[src/rtl/bmm150_reader.sv]
// BMM150 bring-up and periodic sampling sequencer: the only source of commands for the SPI master.
// Powers the sensor, verifies the chip ID, selects normal mode, then burst-reads and publishes samples.
module bmm150_reader #(
   parameter int CLK_HZ      = 50_000_000,
   parameter int STARTUP_US  = 3000,
   parameter int SAMPLE_HZ   = 10,
   parameter int TXN_TIMEOUT = 4096
) (
   input  logic        clk,
   input  logic        rst_n,
   input  logic        enable,
   output logic        spi_start,
   output logic        spi_rw,
   output logic [6:0]  spi_reg_addr,
   output logic [7:0]  spi_tx_data,
   input  logic [7:0]  spi_rx_data,
   input  logic        spi_busy,
   input  logic        spi_done,
   output logic [12:0] mag_x,
   output logic [12:0] mag_y,
   output logic [14:0] mag_z,
   output logic [13:0] rhall,
   output logic        sample_valid,
   output logic        init_done,
   output logic        err_id,
   output logic        err_timeout
);

   localparam int STARTUP_CYC = CLK_HZ / 1_000_000 * STARTUP_US;
   localparam int PERIOD_CYC  = CLK_HZ / SAMPLE_HZ;
   localparam int SW = $clog2(STARTUP_CYC + 1);
   localparam int PW = $clog2(PERIOD_CYC + 1);
   localparam int TW = $clog2(TXN_TIMEOUT + 1);
   localparam logic [SW-1:0] STARTUP_LAST = SW'(STARTUP_CYC - 1);
   localparam logic [PW-1:0] PERIOD_LAST  = PW'(PERIOD_CYC - 1);
   localparam logic [TW-1:0] TMO_LAST     = TW'(TXN_TIMEOUT - 1);

   typedef enum logic [2:0] {
      PWR_ON, PWR_WAIT, READ_ID, SET_MODE, WAIT_PERIOD, BURST, PUBLISH, FAULT
   } state_t;

   state_t        state_q, state_d;
   logic          txnWait_q, txnWait_d;
   logic          armed_q;
   logic [SW-1:0] startCnt_q, startCnt_d;
   logic [PW-1:0] periodCnt_q, periodCnt_d;
   logic          periodRun_q, periodRun_d;
   logic          firstBurst_q, firstBurst_d;
   logic          pending_q, pending_d;
   logic [TW-1:0] tmoCnt_q, tmoCnt_d;
   logic [2:0]    idx_q, idx_d;
   logic [7:0]    buf_q [8];
   logic [7:0]    buf_d [8];
   logic [12:0]   magX_q, magX_d, magY_q, magY_d;
   logic [14:0]   magZ_q, magZ_d;
   logic [13:0]   rhall_q, rhall_d;
   logic          sampleValid_q, sampleValid_d;
   logic          initDone_q, initDone_d;
   logic          errId_q, errId_d;
   logic          errTimeout_q, errTimeout_d;

   logic          isTxn, periodTick, reqRw;
   logic [6:0]    reqAddr;
   logic [7:0]    reqTx;

   always_comb begin
      state_d       = state_q;
      txnWait_d     = txnWait_q;
      startCnt_d    = startCnt_q;
      periodCnt_d   = periodCnt_q;
      periodRun_d   = periodRun_q;
      firstBurst_d  = firstBurst_q;
      pending_d     = pending_q;
      tmoCnt_d      = tmoCnt_q;
      idx_d         = idx_q;
      buf_d         = buf_q;
      magX_d        = magX_q;
      magY_d        = magY_q;
      magZ_d        = magZ_q;
      rhall_d       = rhall_q;
      sampleValid_d = 1'b0;
      initDone_d    = initDone_q;
      errId_d       = errId_q;
      errTimeout_d  = errTimeout_q;
      spi_start     = 1'b0;
      spi_rw        = 1'b0;
      spi_reg_addr  = 7'h00;
      spi_tx_data   = 8'h00;
      reqRw         = 1'b0;
      reqAddr       = 7'h00;
      reqTx         = 8'h00;
      isTxn = (state_q == PWR_ON) || (state_q == READ_ID) ||
              (state_q == SET_MODE) || (state_q == BURST);

      // A tick that lands outside WAIT_PERIOD is remembered so an overrunning burst is followed at once
      periodTick = periodRun_q && enable && (periodCnt_q == PERIOD_LAST);
      if (periodRun_q && enable)
         periodCnt_d = periodTick ? '0 : periodCnt_q + 1'b1;
      if (periodTick && (state_q != WAIT_PERIOD))
         pending_d = 1'b1;

      case (state_q)
         PWR_ON:   begin reqRw = 1'b0; reqAddr = 7'h4B; reqTx = 8'h01; end
         READ_ID:  begin reqRw = 1'b1; reqAddr = 7'h40; end
         SET_MODE: begin reqRw = 1'b0; reqAddr = 7'h4C; reqTx = 8'h00; end
         BURST:    begin reqRw = 1'b1; reqAddr = 7'h42 + {4'b0000, idx_q}; end
         default:  ;
      endcase

      if (isTxn) begin
         if (!txnWait_q) begin
            if (rst_n && armed_q && enable && !spi_busy && !spi_done) begin
               spi_start = 1'b1;
               txnWait_d = 1'b1;
               tmoCnt_d  = TW'(1);
            end
         end else if (spi_done) begin
            txnWait_d = 1'b0;
            case (state_q)
               PWR_ON: begin
                  state_d    = PWR_WAIT;
                  startCnt_d = '0;
               end
               READ_ID: begin
                  if (spi_rx_data == 8'h32) begin
                     state_d = SET_MODE;
                  end else begin
                     errId_d = 1'b1;
                     state_d = FAULT;
                  end
               end
               SET_MODE: begin
                  initDone_d   = 1'b1;
                  periodCnt_d  = '0;
                  periodRun_d  = 1'b0;
                  firstBurst_d = 1'b1;
                  pending_d    = 1'b0;
                  state_d      = WAIT_PERIOD;
               end
               default: begin
                  buf_d[idx_q] = spi_rx_data;
                  if (idx_q == 3'd7) begin
                     idx_d   = 3'd0;
                     state_d = PUBLISH;
                  end else begin
                     idx_d = idx_q + 3'd1;
                  end
               end
            endcase
         end else if (tmoCnt_q == TMO_LAST) begin
            txnWait_d    = 1'b0;
            errTimeout_d = 1'b1;
            state_d      = FAULT;
         end else begin
            tmoCnt_d = tmoCnt_q + 1'b1;
         end
      end

      // Command fields are only presented while a transaction is being issued or awaited
      if (spi_start || txnWait_q) begin
         spi_rw       = reqRw;
         spi_reg_addr = reqAddr;
         spi_tx_data  = reqTx;
      end

      case (state_q)
         PWR_WAIT: begin
            if (startCnt_q == STARTUP_LAST) begin
               startCnt_d = '0;
               state_d    = READ_ID;
            end else begin
               startCnt_d = startCnt_q + 1'b1;
            end
         end
         WAIT_PERIOD: begin
            if (firstBurst_q || pending_q || periodTick) begin
               firstBurst_d = 1'b0;
               pending_d    = 1'b0;
               periodRun_d  = 1'b1;
               state_d      = BURST;
            end
         end
         PUBLISH: begin
            if (buf_q[6][0]) begin
               magX_d        = {buf_q[1], buf_q[0][7:3]};
               magY_d        = {buf_q[3], buf_q[2][7:3]};
               magZ_d        = {buf_q[5], buf_q[4][7:1]};
               rhall_d       = {buf_q[7], buf_q[6][7:2]};
               sampleValid_d = 1'b1;
            end
            state_d = WAIT_PERIOD;
         end
         default: ;
      endcase
   end

   // armed_q keeps spi_start low in the first cycle after reset is released
   always_ff @(posedge clk) begin
      if (!rst_n) begin
         state_q       <= PWR_ON;
         txnWait_q     <= 1'b0;
         armed_q       <= 1'b0;
         startCnt_q    <= '0;
         periodCnt_q   <= '0;
         periodRun_q   <= 1'b0;
         firstBurst_q  <= 1'b0;
         pending_q     <= 1'b0;
         tmoCnt_q      <= '0;
         idx_q         <= 3'd0;
         buf_q         <= '{default: 8'h00};
         magX_q        <= '0;
         magY_q        <= '0;
         magZ_q        <= '0;
         rhall_q       <= '0;
         sampleValid_q <= 1'b0;
         initDone_q    <= 1'b0;
         errId_q       <= 1'b0;
         errTimeout_q  <= 1'b0;
      end else begin
         state_q       <= state_d;
         txnWait_q     <= txnWait_d;
         armed_q       <= 1'b1;
         startCnt_q    <= startCnt_d;
         periodCnt_q   <= periodCnt_d;
         periodRun_q   <= periodRun_d;
         firstBurst_q  <= firstBurst_d;
         pending_q     <= pending_d;
         tmoCnt_q      <= tmoCnt_d;
         idx_q         <= idx_d;
         buf_q         <= buf_d;
         magX_q        <= magX_d;
         magY_q        <= magY_d;
         magZ_q        <= magZ_d;
         rhall_q       <= rhall_d;
         sampleValid_q <= sampleValid_d;
         initDone_q    <= initDone_d;
         errId_q       <= errId_d;
         errTimeout_q  <= errTimeout_d;
      end
   end

   assign mag_x        = magX_q;
   assign mag_y        = magY_q;
   assign mag_z        = magZ_q;
   assign rhall        = rhall_q;
   assign sample_valid = sampleValid_q;
   assign init_done    = initDone_q;
   assign err_id       = errId_q;
   assign err_timeout  = errTimeout_q;

endmodule

[config.mk]
export PLATFORM = sky130hd
export DESIGN_NAME = bmm150_reader
export DESIGN_NICKNAME = d
export VERILOG_FILES = /design/src/rtl/bmm150_reader.sv
export SDC_FILE = /design/constraint.sdc
export NUM_CORES = 1
export LEC_CHECK = 0
export ABC_AREA = 1
export CAP_MARGIN = 20
export CORE_MARGIN = 1
export CORE_UTILIZATION = 50
export DETAILED_ROUTE_END_ITERATION = 10
export PLACE_DENSITY = 0.72
export RECOVER_POWER = 25
export SYNTH_ARGS = -nofsm -noshare
export SYNTH_HDL_FRONTEND = slang
export SYNTH_SLANG_ARGS = --single-unit
[constraint.sdc]
create_clock -name clk -period 4.4 [get_ports clk]
set_input_delay 0.88 -clock clk [delete_from_list [all_inputs] [get_ports clk]]
set_output_delay 0.88 -clock clk [all_outputs]
set_load 0.01 [all_outputs]
==> results.cfg, run 1 <==
[global_route]
grt_pass1_wl_um = 32240
grt_usage_pct = 24.25
grt_overflow = 0
antenna_found_initial = 0
grt_max_degree = 127
grt_pass1_vias = 6590

[critical_path]
cp-start-kind = input port
rr_worst_depth = 7
crit_start = spi_done
critPathKind = input port to primary output
arrival_ns = 3.26
r2r_slack_ns = 1.42
required_ns = 3.52
end_kind = primary output
rr_startpoint = state_q[0]
path_max_fanout = 7

[routing]
drcViolationCount = 0
wl_um = 19340
drtIter0Drc = 532
via_count = 7326
vias_per_cell = 5.170
ant_nets = 0
drt_pass1_iterations = 5
avgRoutedWirePerCell_um = 13.65

[clocking]
cts_tree = done
cts.sinks = 180
cts_buffers = 17
cts_setup_buffers = 0
clkLatencyLatePin_ns = 0.43
cts_resized = 0
holdBufCountCts = 0
htreeDepth = 4
clk_path_buf_depth = 2
cts_root_buf = clkbuf_16
clk_pin_slew_ns = 0.07

[floorplan]
core_um2 = 15940
ios = 89
initial_core_util_pct = 51.29
die_w_um = 129.9
die_area_um2 = 16870
rows = 46
dieHeight_um = 129.9

[logic_synthesis]
synth_cell_types = 45
synth-seq-cells = 180
synth_warnings = 0
avgSynthCellArea_um2 = 7.236
seq_area_frac_synth_pct = 44.07
syn_area_um2 = 8177
synthCells = 1130

[power_and_ir_drop]
p_sw_share_pct = 22.69
combinationalPowerShare_pct = 3.3
vdd_drop_max_mv = 0.2767
power_density_nw_per_um2 = 344.5
leakage_nw = 3.429
p_int_mw = 2.539
pwr-share-clk_pct = 47.0
pwr-share-seq_pct = 49.7
total_power_mw = 3.284
p_switching_mw = 0.7452

[outcome]
failed_checks = capacitance limit, slew limit
status = finished with violations

[timing]
setup_viol = 0
period_needed_ns = 4.144
whs_ns = 0.4438
final.period_utilization_pct = 94.19
rsz0062_at_grt = no
worst_clock_skew_ns = 0.009614
worstMarginPinSlew_ns = 1.985
hold_viol = 0
fmax_mhz = 241.3
setup_tns_ns = 0
final_max_slew_viol_count = 239
max_slew_margin_pct = -32.36

[placement]
gp_congestion = 0.9012
placed_area_um2 = 8995
io_buffers = 79
hpwl_um = 13020

[finish]
area_growth_pct = 16.57
diodes = 0
layout_common_cells = nor2_1, dfxtp_1, nand2_1
fin_util_pct = 59.79
layout-drive-gt1-share_pct = 6.495
nets = 1210
design_area_um2 = 9532

[hold_path]
min_path_type = register to register
hold_start = rhall[8]
hold_path_depth = 2

[run]
maxCapViolations = 2
==> critical path: stages <==
cell	delay (ns)
dlygate4sd3_1	0.63
nor2_1	0.14
nand4_2	0.20
nor2_1	0.30
nor2_1	0.22
a21oi_1	0.29
clkdlybuf4s50_1	0.59
==> final timing paths <==
kind / endpoint
worst min register to register: rhall[8]
worst max register to register: buf_q[63]
worst min-delay path: rhall[8]
worst max-delay path: spi_reg_addr[2]
==> metrics by stage <==
stage / std cells / setup slack, ns
6_report: 1417 / 0.2556
5_1_grt: 1417 / 0.1817
4_1_cts: 1417 / 0.3726
3_5_place_dp: 1385 / 0.3946
3_3_place_gp: 1385 / 0.4041
2_1_floorplan: 1138 / 1.474
==> sequential cells by signal, indices dropped and copies added, names as in the netlist, 3 cells and up <==
register / flops
buf_q: 56
tmoCnt_q: 13
mag_y: 13
periodCnt_q: 23
mag_x: 13
idx_q: 3
mag_z: 15
rhall: 14
state_q: 3
startCnt_q: 18
==> kinds of logic after synthesis <==
logic type	synth area share, %
XOR/XNOR	0.5356
flip-flops	44.07
other	0.04586
AND/OR/NAND/NOR	27.02
buffers and inverters	10.08
AO/OA/AOI/OAI	16.86
adder cells (fa/ha/maj)	1.377
==> cell usage after synthesis (all sizes together) <==
master / n / area (um^2)
a31o: 1 / 8.760
conb: 1 / 3.750
nand3b: 2 / 15.01
buf: 29 / 211.4
nand3: 61 / 377.9
xor2: 4 / 35.03
inv: 138 / 523.0
xnor2: 1 / 8.760
a21oi: 120 / 600.6
clkinv: 1 / 3.750
nor4: 2 / 12.51
dfxtp: 180 / 3603
o22ai: 2 / 12.51
o21a: 1 / 7.510
nand2: 174 / 683.2
nand4: 23 / 150.1
ha: 9 / 112.6
a31oi: 2 / 12.51
o21ai: 130 / 665.7
o21bai: 4 / 30.03
nor2: 189 / 797.0
clkbuf: 23 / 86.33
nor3: 26 / 146.4
a21boi: 1 / 18.77
a211oi: 3 / 22.52
nor3b: 3 / 27.52
==> power by group through the flow <==
| stage | clock [mW] | sequential, mW | combinational (mW) |
|---|---|---|---|
| after global placement | 0 | 1.67 | 0.108 |
| final | 1.54 | 1.63 | 0.108 |
| after CTS | 1.56 | 1.63 | 0.108 |
| after global routing | 1.64 | 1.63 | 0.121 |
| after floorplan | 0 | 1.67 | 0.0755 |
| after detailed placement | 0 | 1.67 | 0.108 |
==> layer usage <==
layer,vias to the layer above,global-route usage (%),routed length (um)
li1,3790,-,-
met1,3320,33.07,9182
met4,0,6.977,210
met5,-,0,0
met2,196,38.57,8878
met3,20,5.289,1066
==> cell type report <==
cell class                      count  area, um^2
Multi-Input combinational cell    767        3724
Sequential cell                   180        3603
Clock inverter                     13       147.6
Clock buffer                       19       452.9
Tap cell                          216       270.3
Timing Repair Buffer               83       809.5
Inverter                          139       524.3
Fill cell                        1497        6411
Power figures use the tool's default switching activity.
==> inputs of run 2 (changes only) <==
==> constraint.sdc (replaced) <==
create_clock -name clk -period 4.4 [get_ports clk]
set_input_delay 0.66 -clock clk [delete_from_list [all_inputs] [get_ports clk]]
set_output_delay 0.66 -clock clk [all_outputs]
set_load 0.01 [all_outputs]
==> run 2 against run 1 <==
Compared with the run above:
- the run still ends with capacitance limit, slew limit left
- worst setup slack gained 0.60 ns
- clock-buffer cell count shrank 1
- via count shrank 1.1%
- final cell count is essentially flat
- hold slack lost 0.0020 ns
- flip-flop and latch count is the same
- design area shrank 0.24%
- routed wire length shrank 1.3%
- clock skew grew 0.00076 ns
- die area is the same
- non-clock buffer count grew 1
- first-iteration DRC count grew 15%
- highest routed layer unchanged
==> results.cfg, run 2 (synthesis results as in run 1) <==
[finish]
layout_common_cells = nor2_1, dfxtp_1, nand2_1
regMostFlops = buf_q
area_growth_pct = 16.30
layout-drive-gt1-share_pct = 6.323
multiInputGateArea_um2 = 3704
fillers = 1500
diodes = 0
fin_cells = 1418
nets = 1211
largest_reg_flops = 56
largest_registers = buf_q: 56 flops, periodCnt_q: 23 flops, startCnt_q: 18 flops
seq_area_um2 = 3603
mostFrequentLayoutCell = nor2_1

[clocking]
cts_tree = done
holdBufCountCts = 0
clkLatencyLatePin_ns = 0.43
clk_path_buf_depth = 2
clk_pin_slew_ns = 0.07
cts_resized = 0
cts_root_buf = clkbuf_16
cts_setup_buffers = 0
cts.sinks = 180
cts_buffers = 17
htreeDepth = 4

[timing]
setup_tns_ns = 0
max_slew_margin_pct = -31.75
rsz0062_at_grt = no
worst_clock_skew_ns = 0.01037
worstMarginPinSlew_ns = 1.976
hold_viol = 0
setup_viol = 0
final_max_slew_viol_count = 127
fmax_mhz = 282.0
period_needed_ns = 3.546
final.period_utilization_pct = 80.59

[hold_path]
hold_path_depth = 2
min_to = mag_y[12]
min_path_type = register to register
hold_start = mag_y[12]

[global_route]
grt_pass1_wl_um = 31110
grt.busiest_layer = met2
antenna_found_initial = 0
grt_pass1_vias = 6351
globalRouteMet2Util_pct = 36.02
grt_overflow = 0
grt_usage_pct = 23.45
use_met3_pct = 4.633
grt_max_degree = 127
gr-usage-met1_pct = 32.01

[placement]
io_buffers = 79
place_inst = 1386
gp_congestion = 0.8780
hpwl_um = 12940

[routing]
ant_nets = 0
drtIter0Drc = 614
wl_um = 19090
drcViolationCount = 0
vias_per_cell = 5.111
drt_pass1_iterations = 5
via_count = 7248
avgRoutedWirePerCell_um = 13.46

[critical_path]
critPathKind = input port to primary output
end_kind = primary output
r2r-end = buf_q[31]
required_ns = 3.74
rr_startpoint = state_q[0]
cp-start-kind = input port
r2r_slack_ns = 1.41
rr_worst_depth = 7
path_max_fanout = 7
arrival_ns = 2.89

[outcome]
failed_checks = capacitance limit, slew limit
status = finished with violations

[run]
maxCapViolations = 1

[floorplan]
die_w_um = 129.9
core_um2 = 15940
rows = 46
dieHeight_um = 129.9
ios = 89
initial_core_util_pct = 51.29
die_area_um2 = 16870

[power_and_ir_drop]
leakage_nw = 3.472
power_density_nw_per_um2 = 343.8
vdd_drop_max_mv = 0.2830
[run 2: cell types whose count changed in the layout (fill, tap and decap cells not counted), sizes merged]
cell | before | now
clkdlybuf4s50 | 77 | 69
inv | 140 | 141
clkbuf | 22 | 20
clkinv | 5 | 7
buf | 2 | 4
clkinvlp | 5 | 3
dlygate4sd3 | 1 | 9
[run 2: layout make-up]
type	instances	area share, %
multi-input combinational	767	38.95
timing repair buffer	84	8.618
sequential	180	37.89
tap	216	2.842
clock inverter	14	1.566
clock buffer	18	4.618
inverter	139	5.513
[run 2: worst max-delay path, cell delays in order]
cell and delay (ns):
dlygate4sd3_1 0.63, nor2_1 0.14, nand4_2 0.21, nor2_1 0.19
nor2_1 0.16, a21oi_1 0.28, clkdlybuf4s50_1 0.60
[run 2: per-layer routing]
layer	part of all wire, %	vias up
met5	0	-
met4	2.3	0
met3	4.9	28
met2	44	197
met1	49	3229
li1	-	3794
[run 2: worst max-delay path by stage]
stage / from / endpoint / slack (ns) / cells past startpoint
2_1_floorplan: rst_n / spi_reg_addr[3] / 1.91 / 7
3_3_place_gp: spi_done / spi_reg_addr[2] / 0.96 / 7
3_5_place_dp: spi_done / spi_reg_addr[2] / 0.93 / 7
4_1_cts: spi_done / spi_reg_addr[2] / 0.91 / 7
5_1_grt: spi_done / spi_reg_addr[2] / 0.72 / 7
6_report: spi_done / spi_reg_addr[2] / 0.85 / 7
[run 2: metrics by stage]
step           hold slack, ns  utilization [%]  setup WS (ns)  area, um^2  power, mW
4_1_cts                0.4470            60.16         0.9133        9590      3.290
5_1_grt                0.4619            59.65         0.7230        9509      3.373
3_3_place_gp           0.4335            56.47         0.9589        9002      1.778
3_5_place_dp           0.4366            56.47         0.9343        9002      1.778
2_1_floorplan          0.4339                -          1.914        8207      1.745
6_report               0.4419            59.65         0.8539        9509      3.269
[run 2: power breakdown]
| group | switching (mW) | internal (mW) | total (mW) |
|---|---|---|---|
| logic | 0.0755 | 0.0321 | 0.108 |
| clock network | 0.669 | 0.859 | 1.53 |
| registers | 0.00317 | 1.63 | 1.63 |
==> inputs of run 3 (changes only) <==
==> constraint.sdc (replaced) <==
create_clock -name clk -period 3.4 [get_ports clk]
set_input_delay 0.51 -clock clk [delete_from_list [all_inputs] [get_ports clk]]
set_output_delay 0.51 -clock clk [all_outputs]
set_load 0.01 [all_outputs]
==> run 3 against run 2 <==
Compared with the run above:
- the flow still finishes with violations (capacitance limit, slew limit)
- combinational power increased by 31%
- global-route usage about the same
- highest routed layer unchanged
- register-to-register slack got worse by 0.90 ns
==> results.cfg, run 3 (synthesis results as in run 1) <==
[clocking]
cts_root_buf = clkbuf_16
clkLatencyLatePin_ns = 0.44
cts.sinks = 180
cts_resized = 0
cts_setup_buffers = 0
htreeDepth = 4
holdBufCountCts = 0
cts_buffers = 17
clk_path_buf_depth = 2
cts_tree = done
clk_pin_slew_ns = 0.07

[floorplan]
initial_core_util_pct = 51.29
rows = 46
die_area_um2 = 16870
dieHeight_um = 129.9
core_um2 = 15940
die_w_um = 129.9
ios = 89

[finish]
layout_common_cells = dfxtp_1, nor2_1, nand2_1
mostFrequentLayoutCell = dfxtp_1
nets = 1214
layout-drive-gt1-share_pct = 6.645
fin_util_pct = 59.83
largest_registers = buf_q: 56 flops, periodCnt_q: 23 flops, startCnt_q: 18 flops
diodes = 0
regMostFlops = buf_q
area_growth_pct = 16.65
largest_reg_flops = 56

[outcome]
failed_checks = capacitance limit, slew limit
status = finished with violations

[timing]
final_max_slew_viol_count = 127
hold_viol = 0
setup_tns_ns = 0
final.period_utilization_pct = 90.67
worst_clock_skew_ns = 0.008609
fmax_mhz = 324.4
rsz0062_at_grt = no
worstMarginPinSlew_ns = 1.999
max_slew_margin_pct = -33.30
setup_viol = 0
period_needed_ns = 3.083

[critical_path]
required_ns = 3.72
critPathKind = input port to register
cp-start-kind = input port
end_kind = register
arrival_ns = 3.41
path_max_fanout = 11

[hold_path]
min_path_type = register to register

[global_route]
antenna_found_initial = 0
grt_usage_pct = 23.41
grt_pass1_wl_um = 30810
grt_overflow = 0
grt_pass1_vias = 6317
grt_max_degree = 127

[routing]
drcViolationCount = 0
drtIter0Drc = 495
avgRoutedWirePerCell_um = 13.27
via_count = 7251
ant_nets = 0
wl_um = 18850
vias_per_cell = 5.106
drt_pass1_iterations = 5

[placement]
gp_congestion = 0.9075
hpwl_um = 12970
io_buffers = 79

[power_and_ir_drop]
leakage_nw = 3.445
power_density_nw_per_um2 = 432.9
vdd_drop_max_mv = 0.3450
total_power_mw = 4.129

[run]
maxCapViolations = 1
[run 3: through the flow]
step | hold WS, ns | area, um^2 | setup WS, ns | cells
6_report | 0.4445 | 9538 | 0.3171 | 1420
5_1_grt | 0.4618 | 9538 | 0.07504 | 1420
4_1_cts | 0.4483 | 9589 | 0.3134 | 1420
3_5_place_dp | 0.4361 | 9025 | 0.4502 | 1389
3_3_place_gp | 0.4334 | 9025 | 0.4808 | 1389
2_1_floorplan | 0.4339 | 8207 | 1.214 | 1138
[run 3: worst paths after layout]
check,slack (ns),depth (start not counted),end,startpoint
worst max register to register,0.51,7,buf_q[31],state_q[0]
worst min register to register,0.44,2,mag_y[3],mag_y[3]
worst min-delay path,0.44,2,mag_y[3],mag_y[3]
worst max-delay path,0.32,8,buf_q[31],spi_done
[run 3: cell type report]
class | instances | area (um^2)
Fill cell | 1518 | 6405
Inverter | 139 | 524.3
Timing Repair Buffer | 87 | 838.3
Clock inverter | 14 | 138.9
Sequential cell | 180 | 3603
Multi-Input combinational cell | 767 | 3737
Clock buffer | 17 | 425.4
Tap cell | 216 | 270.3
[run 3: power breakdown]
| part | switching [mW] | internal, mW |
|---|---|---|
| Combinational | 0.0985 | 0.0437 |
| Sequential | 0.00400 | 2.11 |
| Clock | 0.903 | 0.970 |
| Total | 1.01 | 3.12 |
[run 3: critical path: stages]
cell           delay (ns)
dlygate4sd3_1        0.63
nand2_1              0.18
nor2_1               0.60
clkinvlp_2           0.64
nor2_2               0.50
inv_1                0.16
nor2_1               0.12
nor2_1               0.06
[run 3: metal layers]
| layer | global-route usage [%] | vias to the layer above | wire length [um] |
|---|---|---|---|
| met2 | 35.70 | 185 | 8433 |
| met1 | 32.28 | 3258 | 9227 |
| met4 | 10.60 | 0 | 427 |
| met5 | 0 | - | 0 |
| met3 | 4.223 | 30 | 760 |
| li1 | - | 3778 | - |
